### config.mk
export PLATFORM = sky130hd
export DESIGN_NAME = alu_issue_ctrl_flat
export DESIGN_NICKNAME = d
export VERILOG_FILES = /design/src/rtl/alu_issue_pkg.sv /design/src/rtl/alu_issue_ctrl_if.sv /design/src/rtl/alu_funct_class.sv /design/src/rtl/alu_issue_ctrl.sv /design/src/flat_wrapper.sv
export SDC_FILE = /design/constraint.sdc
export NUM_CORES = 1
export LEC_CHECK = 0
export BUFFER_PORTS_ARGS = -buffer_cell sky130_fd_sc_hd__buf_4
export CORE_MARGIN = 3
export CORE_UTILIZATION = 50
export CTS_CLUSTER_DIAMETER = 200
export DETAILED_ROUTE_END_ITERATION = 10
export PLACE_DENSITY_LB_ADDON = 0.15
export SYNTH_ARGS = -nofsm -noshare
export SYNTH_HDL_FRONTEND = slang
export SYNTH_SLANG_ARGS = --single-unit
### constraint.sdc
create_clock -name clk -period 3.1 [get_ports clk]
set_input_delay 0.31 -clock clk [delete_from_list [all_inputs] [get_ports clk]]
set_output_delay 0.31 -clock clk [all_outputs]
set_load 0.005 [all_outputs]
### src/rtl/alu_issue_pkg.sv
// Shared definitions for the TotalALU issue sequencer: funct codes, FSM states
// and the funct classifier shared with decode.
package alu_issue_pkg;

   localparam logic [5:0] F_NOP  = 6'd0;
   localparam logic [5:0] F_SRL  = 6'd2;
   localparam logic [5:0] F_MFHI = 6'd16;
   localparam logic [5:0] F_MFLO = 6'd18;
   localparam logic [5:0] F_DIVU = 6'd27;
   localparam logic [5:0] F_ADD  = 6'd32;
   localparam logic [5:0] F_SUB  = 6'd34;
   localparam logic [5:0] F_AND  = 6'd36;
   localparam logic [5:0] F_OR   = 6'd37;
   localparam logic [5:0] F_SLT  = 6'd42;

   typedef enum logic [2:0] {
      S_IDLE,
      S_ISSUE,
      S_DIV_WAIT,
      S_RD_LO,
      S_RD_HI,
      S_RESP
   } state_t;

   typedef enum logic [1:0] {
      FC_BAD,
      FC_SINGLE,
      FC_DIV
   } fclass_t;

   function automatic fclass_t classify_funct(input logic [5:0] f);
      case (f)
         F_AND, F_OR, F_ADD, F_SUB, F_SLT, F_SRL, F_MFHI, F_MFLO: return FC_SINGLE;
         F_DIVU:                                                 return FC_DIV;
         default:                                                return FC_BAD;
      endcase
   endfunction

endpackage

### src/rtl/alu_issue_ctrl_if.sv
// Request/response and TotalALU-facing signals of the issue sequencer.
// slave: the sequencer; master: pipeline plus the ALU it drives.
interface alu_issue_ctrl_if;
   logic        req_valid;
   logic        req_ready;
   logic [5:0]  req_funct;
   logic [31:0] req_a;
   logic [31:0] req_b;
   logic        rsp_valid;
   logic        rsp_ready;
   logic [31:0] rsp_data;
   logic [31:0] rsp_hi;
   logic        rsp_err;
   logic [31:0] alu_dataA;
   logic [31:0] alu_dataB;
   logic [5:0]  alu_signal;
   logic [31:0] alu_output;

   modport master (
      output req_valid, req_funct, req_a, req_b, rsp_ready, alu_output,
      input  req_ready, rsp_valid, rsp_data, rsp_hi, rsp_err,
             alu_dataA, alu_dataB, alu_signal
   );

   modport slave (
      input  req_valid, req_funct, req_a, req_b, rsp_ready, alu_output,
      output req_ready, rsp_valid, rsp_data, rsp_hi, rsp_err,
             alu_dataA, alu_dataB, alu_signal
   );
endinterface

### src/rtl/alu_funct_class.sv
// Combinational funct classifier: single-cycle, divide or unsupported.
module alu_funct_class
   import alu_issue_pkg::*;
(
   input  logic [5:0] funct,
   output logic       is_single,
   output logic       is_div,
   output logic       is_bad
);
   fclass_t fc;

   assign fc        = classify_funct(funct);
   assign is_single = (fc == FC_SINGLE);
   assign is_div    = (fc == FC_DIV);
   assign is_bad    = (fc == FC_BAD);
endmodule

### src/rtl/alu_issue_ctrl.sv
// Sequencer driving TotalALU for one request at a time; DIVU is expanded into
// DIVU/MFLO/MFHI. Optional perf counters under ALU_PERF_CNT_EN.
module alu_issue_ctrl
   import alu_issue_pkg::*;
#(
   parameter int ALU_LAT    = 1,
   parameter int DIV_CYCLES = 32
) (
   input  logic             clk,
   input  logic             reset,
   alu_issue_ctrl_if.slave  bus,
   output logic             busy
`ifdef ALU_PERF_CNT_EN
   ,
   output logic [31:0]      perf_ops,
   output logic [31:0]      perf_stall
`endif
);
   localparam int CW = $clog2(DIV_CYCLES) + 1;
   localparam logic [CW-1:0] LAT_LD = CW'(ALU_LAT - 1);
   localparam logic [CW-1:0] DIV_LD = CW'(DIV_CYCLES - 1);

   if (ALU_LAT < 1 || DIV_CYCLES < 1 || ALU_LAT > (2 ** CW)) begin : g_bad_param
      $error("alu_issue_ctrl: ALU_LAT and DIV_CYCLES must be >= 1");
   end

   state_t        state_q, state_d;
   logic [CW-1:0] cnt_q, cnt_d;
   logic [31:0]   a_q, a_d, b_q, b_d;
   logic [5:0]    sig_q, sig_d;
   logic          vld_q, vld_d;
   logic [31:0]   data_q, data_d, hi_q, hi_d;
   logic          err_q, err_d;
   logic          rdy_q, busy_q;
   logic          is_single, is_div, is_bad;
   logic          accept, cnt_zero;

   alu_funct_class u_fclass (
      .funct     (bus.req_funct),
      .is_single (is_single),
      .is_div    (is_div),
      .is_bad    (is_bad)
   );

   assign accept   = bus.req_valid && rdy_q;
   assign cnt_zero = (cnt_q == '0);

   always_comb begin
      state_d = state_q;
      cnt_d   = cnt_q;
      a_d     = a_q;
      b_d     = b_q;
      sig_d   = sig_q;
      vld_d   = vld_q;
      data_d  = data_q;
      hi_d    = hi_q;
      err_d   = err_q;
      unique case (state_q)
         S_IDLE: begin
            if (accept) begin
               if (is_bad) begin
                  // rejected without touching the ALU
                  state_d = S_RESP;
                  vld_d   = 1'b1;
                  err_d   = 1'b1;
                  data_d  = '0;
                  hi_d    = '0;
               end else if (is_div && bus.req_b == '0) begin
                  state_d = S_RESP;
                  vld_d   = 1'b1;
                  err_d   = 1'b1;
                  data_d  = '1;
                  hi_d    = bus.req_a;
               end else if (is_div) begin
                  state_d = S_DIV_WAIT;
                  a_d     = bus.req_a;
                  b_d     = bus.req_b;
                  sig_d   = F_DIVU;
                  cnt_d   = DIV_LD;
               end else if (is_single) begin
                  state_d = S_ISSUE;
                  a_d     = bus.req_a;
                  b_d     = bus.req_b;
                  sig_d   = bus.req_funct;
                  cnt_d   = LAT_LD;
               end
            end
         end
         S_ISSUE: begin
            if (cnt_zero) begin
               state_d = S_RESP;
               data_d  = bus.alu_output;
               hi_d    = '0;
               err_d   = 1'b0;
               vld_d   = 1'b1;
               a_d     = '0;
               b_d     = '0;
               sig_d   = F_NOP;
            end else begin
               cnt_d = cnt_q - CW'(1);
            end
         end
         S_DIV_WAIT: begin
            if (cnt_zero) begin
               state_d = S_RD_LO;
               sig_d   = F_MFLO;
               cnt_d   = LAT_LD;
            end else begin
               cnt_d = cnt_q - CW'(1);
            end
         end
         S_RD_LO: begin
            if (cnt_zero) begin
               state_d = S_RD_HI;
               data_d  = bus.alu_output;
               sig_d   = F_MFHI;
               cnt_d   = LAT_LD;
            end else begin
               cnt_d = cnt_q - CW'(1);
            end
         end
         S_RD_HI: begin
            if (cnt_zero) begin
               state_d = S_RESP;
               hi_d    = bus.alu_output;
               err_d   = 1'b0;
               vld_d   = 1'b1;
               a_d     = '0;
               b_d     = '0;
               sig_d   = F_NOP;
            end else begin
               cnt_d = cnt_q - CW'(1);
            end
         end
         S_RESP: begin
            if (bus.rsp_ready) begin
               state_d = S_IDLE;
               vld_d   = 1'b0;
            end
         end
         default: state_d = S_IDLE;
      endcase
   end

   always_ff @(posedge clk or negedge reset) begin
      if (!reset) begin
         state_q <= S_IDLE;
         cnt_q   <= '0;
         a_q     <= '0;
         b_q     <= '0;
         sig_q   <= F_NOP;
         vld_q   <= 1'b0;
         data_q  <= '0;
         hi_q    <= '0;
         err_q   <= 1'b0;
         rdy_q   <= 1'b1;
         busy_q  <= 1'b0;
      end else begin
         state_q <= state_d;
         cnt_q   <= cnt_d;
         a_q     <= a_d;
         b_q     <= b_d;
         sig_q   <= sig_d;
         vld_q   <= vld_d;
         data_q  <= data_d;
         hi_q    <= hi_d;
         err_q   <= err_d;
         rdy_q   <= (state_d == S_IDLE);
         busy_q  <= (state_d != S_IDLE);
      end
   end

   assign bus.req_ready  = rdy_q;
   assign bus.rsp_valid  = vld_q;
   assign bus.rsp_data   = data_q;
   assign bus.rsp_hi     = hi_q;
   assign bus.rsp_err    = err_q;
   assign bus.alu_dataA  = a_q;
   assign bus.alu_dataB  = b_q;
   assign bus.alu_signal = sig_q;
   assign busy           = busy_q;

`ifdef ALU_PERF_CNT_EN
   logic [31:0] ops_q, stall_q;

   always_ff @(posedge clk or negedge reset) begin
      if (!reset) begin
         ops_q   <= '0;
         stall_q <= '0;
      end else begin
         if (vld_q && bus.rsp_ready)  ops_q   <= ops_q + 32'd1;
         if (vld_q && !bus.rsp_ready) stall_q <= stall_q + 32'd1;
      end
   end

   assign perf_ops   = ops_q;
   assign perf_stall = stall_q;
`endif

endmodule

### src/flat_wrapper.sv
// flat-port wrapper written by rule: the top's interface ports become plain ports
module alu_issue_ctrl_flat import alu_issue_pkg::*;
#(
   parameter int ALU_LAT    = 1,
   parameter int DIV_CYCLES = 32
)
  (clk, reset, busy, bus_req_valid, bus_req_funct, bus_req_a, bus_req_b, bus_rsp_ready, bus_alu_output, bus_req_ready, bus_rsp_valid, bus_rsp_data, bus_rsp_hi, bus_rsp_err, bus_alu_dataA, bus_alu_dataB, bus_alu_signal);
  alu_issue_ctrl_if bus_i ();
  input  logic clk;
  input  logic reset;
  output logic busy;
  input wire logic [$bits(bus_i.req_valid)-1:0] bus_req_valid;
  input wire logic [$bits(bus_i.req_funct)-1:0] bus_req_funct;
  input wire logic [$bits(bus_i.req_a)-1:0] bus_req_a;
  input wire logic [$bits(bus_i.req_b)-1:0] bus_req_b;
  input wire logic [$bits(bus_i.rsp_ready)-1:0] bus_rsp_ready;
  input wire logic [$bits(bus_i.alu_output)-1:0] bus_alu_output;
  output wire logic [$bits(bus_i.req_ready)-1:0] bus_req_ready;
  output wire logic [$bits(bus_i.rsp_valid)-1:0] bus_rsp_valid;
  output wire logic [$bits(bus_i.rsp_data)-1:0] bus_rsp_data;
  output wire logic [$bits(bus_i.rsp_hi)-1:0] bus_rsp_hi;
  output wire logic [$bits(bus_i.rsp_err)-1:0] bus_rsp_err;
  output wire logic [$bits(bus_i.alu_dataA)-1:0] bus_alu_dataA;
  output wire logic [$bits(bus_i.alu_dataB)-1:0] bus_alu_dataB;
  output wire logic [$bits(bus_i.alu_signal)-1:0] bus_alu_signal;
  assign bus_i.req_valid = bus_req_valid;
  assign bus_i.req_funct = bus_req_funct;
  assign bus_i.req_a = bus_req_a;
  assign bus_i.req_b = bus_req_b;
  assign bus_i.rsp_ready = bus_rsp_ready;
  assign bus_i.alu_output = bus_alu_output;
  assign bus_req_ready = bus_i.req_ready;
  assign bus_rsp_valid = bus_i.rsp_valid;
  assign bus_rsp_data = bus_i.rsp_data;
  assign bus_rsp_hi = bus_i.rsp_hi;
  assign bus_rsp_err = bus_i.rsp_err;
  assign bus_alu_dataA = bus_i.alu_dataA;
  assign bus_alu_dataB = bus_i.alu_dataB;
  assign bus_alu_signal = bus_i.alu_signal;
  alu_issue_ctrl #(.ALU_LAT(ALU_LAT), .DIV_CYCLES(DIV_CYCLES)) u_core (.clk(clk), .reset(reset), .bus(bus_i), .busy(busy));
endmodule
==> qor.yml, run 1 <==
status:
  result_of_the_run: "finished clean"
layout:
  layoutNonFillerInstCount: 1105
  multi_input_comb_area_um2: 2950
  seq_area_um2: 3680
  layout-drive-gt1-share_pct: 36.1
  fillCellCount: 994
  nets: 1024
  area_delta_synth_final_pct: 35.8
  diodes: 0
sta:
  report.final.setup_viol: 0
  final_max_slew_viols: 0
  period_minus_slack_ns: 2.82
  timing_worst_slew_pin_value_ns: 1.16
  post-route-period-util_pct: 90.9
  fin_setup_tns_ns: 0
  finalHoldViolCount: 0
  grt_setup_unrepaired: "false"
  timing.max_slew.rel_slack_pct: 22.4
  finalClockSkew_ns: 0.00960
  max_freq_ghz: 0.355
die:
  fp-row-count: 42
  chipHeight_um: 124
  chipWidth_um: 124
  start_util_pct: 51.9
  floorplan.core_area_um2: 13500
  die_outline_area_um2: 15500
  pin_count: 244
synth:
  ys_warn_count: 0
  xor_and_xnor_fraction_of_the_mapped_netlist_area_pct: 0.125
  syn-instance-count: 694
  number_of_synthesized_flops_with_an_enable_pin: 0
  synth_seq_area_share_pct: 52.5
  yosys.area.top_type_share_pct: 52.1
  synth-compound-area-share_pct: 12.5
  async_reset_ff_share_pct: 100
  yosys-top-cells-area: "sky130_fd_sc_hd__dfrtp_1, sky130_fd_sc_hd__mux2_4, sky130_fd_sc_hd__nand2_1"
  post_synth.cell_area_avg_um2: 10.1
  post-synth-top-area-cell: "sky130_fd_sc_hd__dfrtp_1"
  synth.mux.area_fraction_pct: 12.2
  synthTopCellsByCount: "sky130_fd_sc_hd__dfrtp_1, sky130_fd_sc_hd__nand2_1, sky130_fd_sc_hd__o21ai_0, sky130_fd_sc_hd__nand3_1, sky130_fd_sc_hd__inv_1"
  post_synthesis_simple_gate_area_fraction_pct: 16.5
  yosys.area_share.adder_pct: 0.357
  mappedNetlistNets: 802
  synth.cell_area_um2: 7020
  predominant_post_synthesis_flop_cell: "sky130_fd_sc_hd__dfrtp_1"
  largest_family_of_logic_cells_by_synthesized_area: "simple AND/OR/NAND/NOR gates"
  synth.most_common_cell: "sky130_fd_sc_hd__dfrtp_1"
  count_of_unique_library_cells_instantiated_by_yosys: 56
  ys_ff_latch: 147
power_and_ir_drop:
  peakVddDrop_mv: 0.453
  power.static_leakage_nw: 4.90
  pwr_density_cell_nw_per_um2: 923
detailed_routing:
  post_drt_via_cell_ratio: 5.69
  routed-via-count: 6291
  drtPass1Iterations: 5
  routedWlPerCell_um: 18.5
  postRouteAntennaNets: 0
  drc: 0
  routed_wl_um: 20400
  drt_iter0_drc: 716
clock_network:
  worstSkewPairLatency_ns: 0.42
  cts.reportedPaths.clkPinSlew_ns: 0.06
  cts.root.buffer_cell: "sky130_fd_sc_hd__clkbuf_16"
  clock_tree_from_tritoncts: "done"
  cts_post_setup_buffers_inserted: 0
  clock_sink_count: 147
  cts_made_buffers: 17
  h_tree_depth: 4
  clockBufferDepth: 2
placement:
  dp.cells: 1072
  port_buffers: 243
  gp_congestion: 0.881
  place.detailed.hpwl_um: 14700
setup_path:
  launch_point_of_the_worst_path: "u_core.state_q[2]"
  crit_path_end_kind: "flip-flop"
  crit_fanout: 33
  worst_reg2reg_endpoint: "u_core.bus.rsp_hi[15]"
  timing.critical_path.from_type: "flip-flop"
  critical_path.reg2reg.startpoint: "u_core.state_q[2]"
  worst-r2r-setup-slack_ns: 0.28
  required_ns: 3.40
  crit_path_end: "u_core.bus.rsp_hi[15]"
  timing.critical_path.max_delay_family: "simple AND/OR/NAND/NOR gates"
  worstSetupPathDepth: 4
  crit_type: "reg -> reg"
  delay_of_the_slowest_critical_path_stage_ns: 0.67
  critical_path.cell_chain: "nor3_1, nand3_1, o21a_2, mux2_4"
  worstRegToRegCells: 4
  crit_arrival_ns: 3.12
  max_stage_delay_cell_worst_path: "sky130_fd_sc_hd__o21a_2"
  critical_path_buf_inv_count: 0
min_path:
  worstHoldPathType: "in -> reg"
job:
  max-cap-violations: 0
global_route:
  grt_overflow: 0
  antenna_violations_before_repair: 0
  pin_count_of_the_biggest_net_entering_global_routing: 69
  global_route_wire_length_before_repair_um: 33300
  grt_pass1_vias: 6296
  grt_util_all_layers_pct: 26.6
[registers in the layout, indices dropped and copies added, names as in the netlist]
signal                 count
u_core.bus.alu_dataA      32
u_core.bus.req_ready       1
u_core.bus.rsp_valid       1
u_core.bus.alu_dataB      32
u_core.bus.rsp_err         1
u_core.bus.rsp_hi         32
u_core.bus.rsp_data       32
u_core.busy                1
u_core.cnt_q               6
u_core.bus.alu_signal      6
u_core.state_q             3
[worst min-delay path, stage by stage]
cell and delay (ns):
sky130_fd_sc_hd__buf_4 0.08, sky130_fd_sc_hd__nand2_1 0.04, sky130_fd_sc_hd__nand2_1 0.04
[worst min-delay path by stage]
stage | startpoint | end | slack [ns] | cells after the start
floorplan | reset | u_core.bus.alu_dataA[0] | 0.01 | 0
global placement | reset | u_core.bus.rsp_data[14] | 0.35 | 1
detailed placement | reset | u_core.bus.rsp_data[14] | 0.35 | 1
CTS | bus_req_b[3] | u_core.bus.alu_dataB[3] | 0.07 | 3
global route | bus_req_b[3] | u_core.bus.alu_dataB[3] | 0.08 | 3
finish | bus_req_b[3] | u_core.bus.alu_dataB[3] | 0.09 | 3
[routing by layer]
layer | share of wire [%] | global-route usage (%)
met5 | 0 | 0
met3 | 9.6 | 8.70
met1 | 40 | 33.5
met4 | 3.0 | 10.3
met2 | 48 | 42.8
[final cells by class]
| cell class | instances | area share [%] |
|---|---|---|
| repair buffers | 257 | 20.6 |
| clock inverters | 8 | 0.801 |
| multi-input cells | 454 | 31.0 |
| flip-flops and latches | 147 | 38.6 |
| well taps | 176 | 2.31 |
| inverters | 39 | 1.54 |
| clock buffers | 24 | 5.16 |
[report_power, final]
group	leakage [nW]	switching, mW	internal, mW
clock	0.272	0.761	1.19
sequential	1.96	0.456	2.56
combinational	2.67	1.94	1.90
[cell usage in the layout, fill, tap and decap left out, types with 8 or more instances in the layout]
cell / instances
sky130_fd_sc_hd__buf_4: 253
sky130_fd_sc_hd__dfrtp_1: 146
sky130_fd_sc_hd__nand2_1: 114
sky130_fd_sc_hd__o21ai_0: 72
sky130_fd_sc_hd__nand3_1: 67
sky130_fd_sc_hd__inv_1: 39
sky130_fd_sc_hd__mux2i_1: 33
sky130_fd_sc_hd__mux2_4: 29
sky130_fd_sc_hd__a32o_1: 25
sky130_fd_sc_hd__nor2_1: 17
sky130_fd_sc_hd__clkbuf_16: 17
sky130_fd_sc_hd__nor4_1: 8
sky130_fd_sc_hd__a21oi_1: 8
sky130_fd_sc_hd__mux2_2: 8
[logic make-up (layout without fill, tap and decap cells)]
kind of cell | after synthesis | after routing
fa+ha+maj | 2 | 2
mux | 70 | 70
xor+xnor | 1 | 1
buf+inv | 93 | 328
simple gates | 248 | 248
flops | 147 | 147
compound gates | 133 | 133
[per-stage QoR]
| step | util, % | area (µm²) | hold WS (ns) | worst slack [ns] | power [mW] |
|---|---|---|---|---|---|
| 2_1_floorplan | - | 7020 | 0.0144 | 0.886 | 5.22 |
| 3_3_place_gp | 66.3 | 8950 | 0.352 | 0.318 | 6.72 |
| 3_5_place_dp | 66.3 | 8950 | 0.354 | 0.274 | 6.87 |
| 4_1_cts | 70.5 | 9530 | 0.0702 | 0.338 | 8.85 |
| 5_1_grt | 70.5 | 9530 | 0.0773 | 0.151 | 9.38 |
| 6_report | 70.5 | 9530 | 0.0899 | 0.281 | 8.80 |
[repair_timing]
action,4_1_cts,5_1_grt
gates resized for setup,0,0
hold buffers,1,0
hold endpoints to repair,65,0
(Power assumes the default switching activity.)
==> inputs of run 2 (changes only) <==
--- a/config.mk
+++ b/config.mk
@@ -6,11 +6,11 @@
 export NUM_CORES = 1
 export LEC_CHECK = 0
 export BUFFER_PORTS_ARGS = -buffer_cell sky130_fd_sc_hd__buf_4
-export CORE_MARGIN = 3
-export CORE_UTILIZATION = 50
+export CORE_UTILIZATION = 40
 export CTS_CLUSTER_DIAMETER = 200
 export DETAILED_ROUTE_END_ITERATION = 10
 export PLACE_DENSITY_LB_ADDON = 0.15
+export SLEW_MARGIN = 20
 export SYNTH_ARGS = -nofsm -noshare
 export SYNTH_HDL_FRONTEND = slang
 export SYNTH_SLANG_ARGS = --single-unit
==> qor.yml, run 2 (synthesized netlist as in run 1, its figures left out) <==
detailed_routing:
  routed_wl_um: 20600  # +0.81%
  drc: 0  # unchanged
  routedWlPerCell_um: 17.8  # -4.0%
  drt_iter0_drc: 253  # -65%
  postRouteAntennaNets: 0  # unchanged
  post_drt_via_cell_ratio: 5.16  # -9.3%
  drtPass1Iterations: 5  # unchanged
  routed-via-count: 5990  # -4.8%
global_route:
  grt_util_all_layers_pct: 23.5  # -3.1 points
  grt_pass1_vias: 5971  # -5.2%
  antenna_violations_before_repair: 0  # unchanged
  grt_overflow: 0  # unchanged
  pin_count_of_the_biggest_net_entering_global_routing: 75  # +8.7%
  global_route_wire_length_before_repair_um: 32400  # -2.9%
setup_path:
  crit_path_end_kind: "flip-flop"
  required_ns: 3.40  # about the same
  crit_fanout: 17  # -48%
  timing.critical_path.from_type: "flip-flop"
  crit_arrival_ns: 2.84  # -0.28 ns
  crit_type: "reg -> reg"
die:
  chipHeight_um: 134  # +8.0%
  pin_count: 244  # unchanged
  floorplan.core_area_um2: 17200  # +28%
  start_util_pct: 40.7  # -11 points
  die_outline_area_um2: 18100  # +17%
  chipWidth_um: 134  # +8.0%
  fp-row-count: 48  # +14%
sta:
  post-route-period-util_pct: 82.1  # -8.8 points
  grt_setup_unrepaired: "false"
  max_freq_ghz: 0.393  # +11%
  report.final.setup_viol: 0  # unchanged
  timing_worst_slew_pin_value_ns: 0.713  # -0.452 ns
  finalClockSkew_ns: 0.00966  # +0.0000690 ns
  timing.max_slew.rel_slack_pct: 52.5  # +30 points
  final_max_slew_viols: 0  # unchanged
  finalHoldViolCount: 0  # unchanged
  fin_setup_tns_ns: 0  # unchanged
  period_minus_slack_ns: 2.54  # -0.274 ns
clock_network:
  postCtsResizedCells: 0  # unchanged
  clockBufferDepth: 2  # unchanged
  cts_made_buffers: 17  # unchanged
  cts.reportedPaths.clkPinSlew_ns: 0.06  # about the same
  clock_tree_from_tritoncts: "done"
  h_tree_depth: 4  # unchanged
  worstSkewPairLatency_ns: 0.42  # about the same
  clock_sink_count: 147  # unchanged
  cts.root.buffer_cell: "sky130_fd_sc_hd__clkbuf_16"
layout:
  multi_input_comb_area_um2: 2950  # unchanged
  nets: 1030  # +0.59%
  layout-drive-gt1-share_pct: 36.7  # +0.62 points
  seq_area_um2: 3680  # unchanged
  mostFrequentLayoutCell: "sky130_fd_sc_hd__buf_4"
  area_delta_synth_final_pct: 37.6
  layoutNonFillerInstCount: 1160  # +5.0%
  mostFrequentLayoutCells: "sky130_fd_sc_hd__buf_4, sky130_fd_sc_hd__dfrtp_1, sky130_fd_sc_hd__nand2_1"
  fillCellCount: 1593  # +60%
  diodes: 0  # unchanged
power_and_ir_drop:
  peakVddDrop_mv: 0.416  # -8.3%
  pwr_density_cell_nw_per_um2: 921  # -0.21%
  power.static_leakage_nw: 4.93  # +0.67%
placement:
  place.detailed.hpwl_um: 14700  # +0.27%
  gp_congestion: 0.794  # -9.9%
  port_buffers: 243  # unchanged
  dp.cells: 1127  # +5.1%
job:
  max-cap-violations: 0  # unchanged
status:
  result_of_the_run: "finished clean"
min_path:
  worstHoldPathType: "in -> reg"
==> run 2: worst paths after layout <==
check | slack [ns] | startpoint | cells after the start | endpoint
max | 0.56 | u_core.cnt_q[2] | 6 | u_core.bus.rsp_hi[15]
min | 0.09 | bus_req_b[11] | 3 | u_core.bus.alu_dataB[11]
max reg2reg | 0.56 | u_core.cnt_q[2] | 6 | u_core.bus.rsp_hi[15]
min reg2reg | 0.49 | u_core.bus.alu_dataB[9] | 2 | u_core.bus.alu_dataB[9]
max in group asynchronous | 1.83 | reset | 3 | u_core.bus.alu_dataB[18]
min in group asynchronous | 0.46 | reset | 2 | u_core.bus.rsp_data[26]
==> run 2: critical path, cell delays in order, from the launching register on <==
cell	delay, ns
sky130_fd_sc_hd__dfrtp_1	0.42
sky130_fd_sc_hd__or3_1	0.44
sky130_fd_sc_hd__or2_1	0.34
sky130_fd_sc_hd__or2_2	0.46
sky130_fd_sc_hd__o21a_2	0.18
sky130_fd_sc_hd__buf_4	0.23
sky130_fd_sc_hd__mux2_4	0.33
==> run 2: power breakdown <==
group	switching, mW	leakage [nW]	total, mW	internal (mW)
sequential	0.438	1.96	3.00	2.56
combinational	1.95	2.70	3.88	1.93
clock	0.817	0.271	2.02	1.20
==> run 2: timing repair <==
| item | in CTS | in global routing |
|---|---|---|
| hold buffers | 1 | 0 |
| setup buffers | 0 | 0 |
| hold endpoints to repair | 71 | 0 |
==> run 2: final cells by class <==
type	instances	share of cell area, %
Sequential cell	147	38.1
Timing Repair Buffer	263	20.9
Clock inverter	13	1.40
Tap cell	225	2.92
Inverter	39	1.52
Multi-Input combinational cell	454	30.6
Clock buffer	19	4.59
==> run 2: layer usage <==
layer / vias up / share of wire (%) / global-route usage (%)
met4: 0 / 1.6 / 6.49
met5: - / 0 / 0
met1: 2866 / 44 / 30.4
met3: 24 / 6.7 / 6.84
met2: 221 / 48 / 38.4
li1: 2879 / - / -
==> run 2: per-stage QoR <==
stage          worst slack (ns)  area [µm²]  power, mW  hold WS, ns  utilization (%)
6_report                  0.556        9660       8.90       0.0864             56.0
5_1_grt                   0.474        9660       9.49       0.0742             56.0
4_1_cts                   0.554        9660       9.00       0.0656             56.0
3_5_place_dp              0.530        9070       6.93        0.387             52.6
3_3_place_gp              0.564        9070       6.88        0.391             52.6
2_1_floorplan             0.886        7020       5.22       0.0144                -
==> inputs of run 3 (changes only) <==
==> constraint.sdc (replaced) <==
create_clock -name clk -period 2.3 [get_ports clk]
set_input_delay 0.23 -clock clk [delete_from_list [all_inputs] [get_ports clk]]
set_output_delay 0.23 -clock clk [all_outputs]
set_load 0.005 [all_outputs]
==> qor.yml, run 3 (synthesized netlist as in run 1, its figures left out) <==
global_route:
  grt_pass1_vias: 6142  # +2.9%
  pin_count_of_the_biggest_net_entering_global_routing: 56  # -25%
  grt_overflow: 0  # unchanged
  grt_util_all_layers_pct: 23.9  # +0.34 points
  global_route_wire_length_before_repair_um: 33100  # +2.1%
  antenna_violations_before_repair: 0  # unchanged
die:
  die_outline_area_um2: 18100  # unchanged
  fp-row-count: 48  # unchanged
  start_util_pct: 40.7  # unchanged
  pin_count: 244  # unchanged
  chipHeight_um: 134  # unchanged
  floorplan.core_area_um2: 17200  # unchanged
  chipWidth_um: 134  # unchanged
sta:
  report.final.setup_viol: 0  # unchanged
  max_freq_ghz: 0.456
  whs_ns: 0.0135  # -0.0729 ns
  timing.max_slew.rel_slack_pct: 63.5  # +11 points
  finalWorstSetupSlack_ns: 0.107  # -0.448 ns
  timing_worst_slew_pin_value_ns: 0.548  # -0.165 ns
  finalHoldViolCount: 0  # unchanged
  post-route-period-util_pct: 95.3
  final_max_slew_viols: 0  # unchanged
  finalClockSkew_ns: 0.00661  # -0.00306 ns
  period_minus_slack_ns: 2.19
  grt_setup_unrepaired: "false"
  fin_setup_tns_ns: 0  # unchanged
clock_network:
  cts_made_buffers: 17  # unchanged
  cts.reportedPaths.clkPinSlew_ns: 0.06  # about the same
  cts.root.buffer_cell: "sky130_fd_sc_hd__clkbuf_16"
  worstSkewPairLatency_ns: 0.42  # about the same
  h_tree_depth: 4  # unchanged
  clock_tree_from_tritoncts: "done"
  clockBufferDepth: 2  # unchanged
  clock_sink_count: 147  # unchanged
detailed_routing:
  routed_wl_um: 20800  # +0.95%
  drtPass1Iterations: 5  # unchanged
  drc: 0  # unchanged
  routed-via-count: 6166  # +2.9%
  postRouteAntennaNets: 0  # unchanged
  post_drt_via_cell_ratio: 5.16  # about the same
  routedWlPerCell_um: 17.4  # -1.9%
  drt_iter0_drc: 368  # +45%
layout:
  area_delta_synth_final_pct: 44.4
  layout-drive-gt1-share_pct: 37.5  # +0.78 points
  mostFrequentLayoutCells: "sky130_fd_sc_hd__buf_4, sky130_fd_sc_hd__dfrtp_1, sky130_fd_sc_hd__nand2_1"
  layoutNonFillerInstCount: 1194  # +2.9%
  diodes: 0  # unchanged
  finish.instance_area_um2: 10100  # +4.9%
  mostFrequentLayoutCell: "sky130_fd_sc_hd__buf_4"
  post-route-util_pct: 58.8  # +2.7 points
  nets: 1066  # +3.5%
min_path:
  worstHoldPathType: "in -> reg"
  hold_path_startpoint: "bus_req_b[0]"
setup_path:
  crit_arrival_ns: 2.49  # -0.35 ns
  critical_path.reg2reg.startpoint: "u_core.cnt_q[2]"
  required_ns: 2.60  # -0.80 ns
  crit_fanout: 16  # -1
  crit_path_end_kind: "flip-flop"
  launch_point_of_the_worst_path: "bus_req_b[6]"
  crit_type: "in -> reg"
  timing.critical_path.from_type: "primary input"
placement:
  dp.cells: 1148  # +1.9%
  port_buffers: 243  # unchanged
  place.detailed.hpwl_um: 15000  # +2.0%
  dpl_worst_slack_ns: -0.138  # -0.668 ns
  gp_congestion: 0.857  # +7.9%
  placement.cell_area_um2: 9300  # +2.6%
job:
  max-cap-violations: 0  # unchanged
power_and_ir_drop:
  peakVddDrop_mv: 0.697  # +68%
  pwr_density_cell_nw_per_um2: 1260  # +37%
  total_power_mw: 12.8  # +44%
  power.static_leakage_nw: 5.17  # +5.0%
status:
  result_of_the_run: "finished clean"
-- run 3: critical path: stages --
cell	delay, ns
sky130_fd_sc_hd__dlygate4sd3_1	0.53
sky130_fd_sc_hd__buf_4	0.14
sky130_fd_sc_hd__nor4_2	0.14
sky130_fd_sc_hd__nand4_1	0.15
sky130_fd_sc_hd__or3_4	0.38
sky130_fd_sc_hd__and2_4	0.20
sky130_fd_sc_hd__o21a_2	0.24
sky130_fd_sc_hd__buf_12	0.17
sky130_fd_sc_hd__mux2_4	0.30
-- run 3: timing repair --
item,CTS,global route
hold buffers,16,0
setup buffers,0,0
hold endpoints to repair,60,0
gates resized for setup,0,1
endpoints found under the setup margin,0,56
-- run 3: cell type report --
cell class / instances / area (µm²)
flip-flops and latches: 147 / 3680
well taps: 225 / 282
clock inverters: 10 / 204
multi-input cells: 454 / 2960
clock buffers: 20 / 457
repair buffers: 299 / 2400
fillers: 1507 / 7110
inverters: 39 / 146
-- run 3: path summary, 6_finish.rpt --
path	to	slack (ns)	depth (start not counted)
max	u_core.bus.rsp_hi[23]	0.11	9
min reg2reg	u_core.bus.alu_dataB[22]	0.49	2
min	u_core.bus.alu_dataB[0]	0.01	3
max in group asynchronous	u_core.bus.req_ready	1.29	3
min in group asynchronous	u_core.bus.rsp_data[26]	0.30	2
max reg2reg	u_core.bus.rsp_hi[23]	0.12	6
-- run 3: routing by layer --
layer / global-route usage (%) / up-vias / wire length [µm] / share of wire, %
li1: - / 2950 / - / -
met1: 31.5 / 2966 / 9110 / 44
met5: 0 / - / 0 / 0
met4: 7.62 / 0 / 331 / 1.6
met2: 37.5 / 229 / 9770 / 47
met3: 7.11 / 21 / 1600 / 7.7
-- run 3: report_power, final --
group / switching, mW / total [mW] / internal, mW / leakage, nW
clock: 1.09 / 3.17 / 2.08 / 0.326
combinational: 2.74 / 5.64 / 2.91 / 2.89
sequential: 0.545 / 4.00 / 3.45 / 1.96
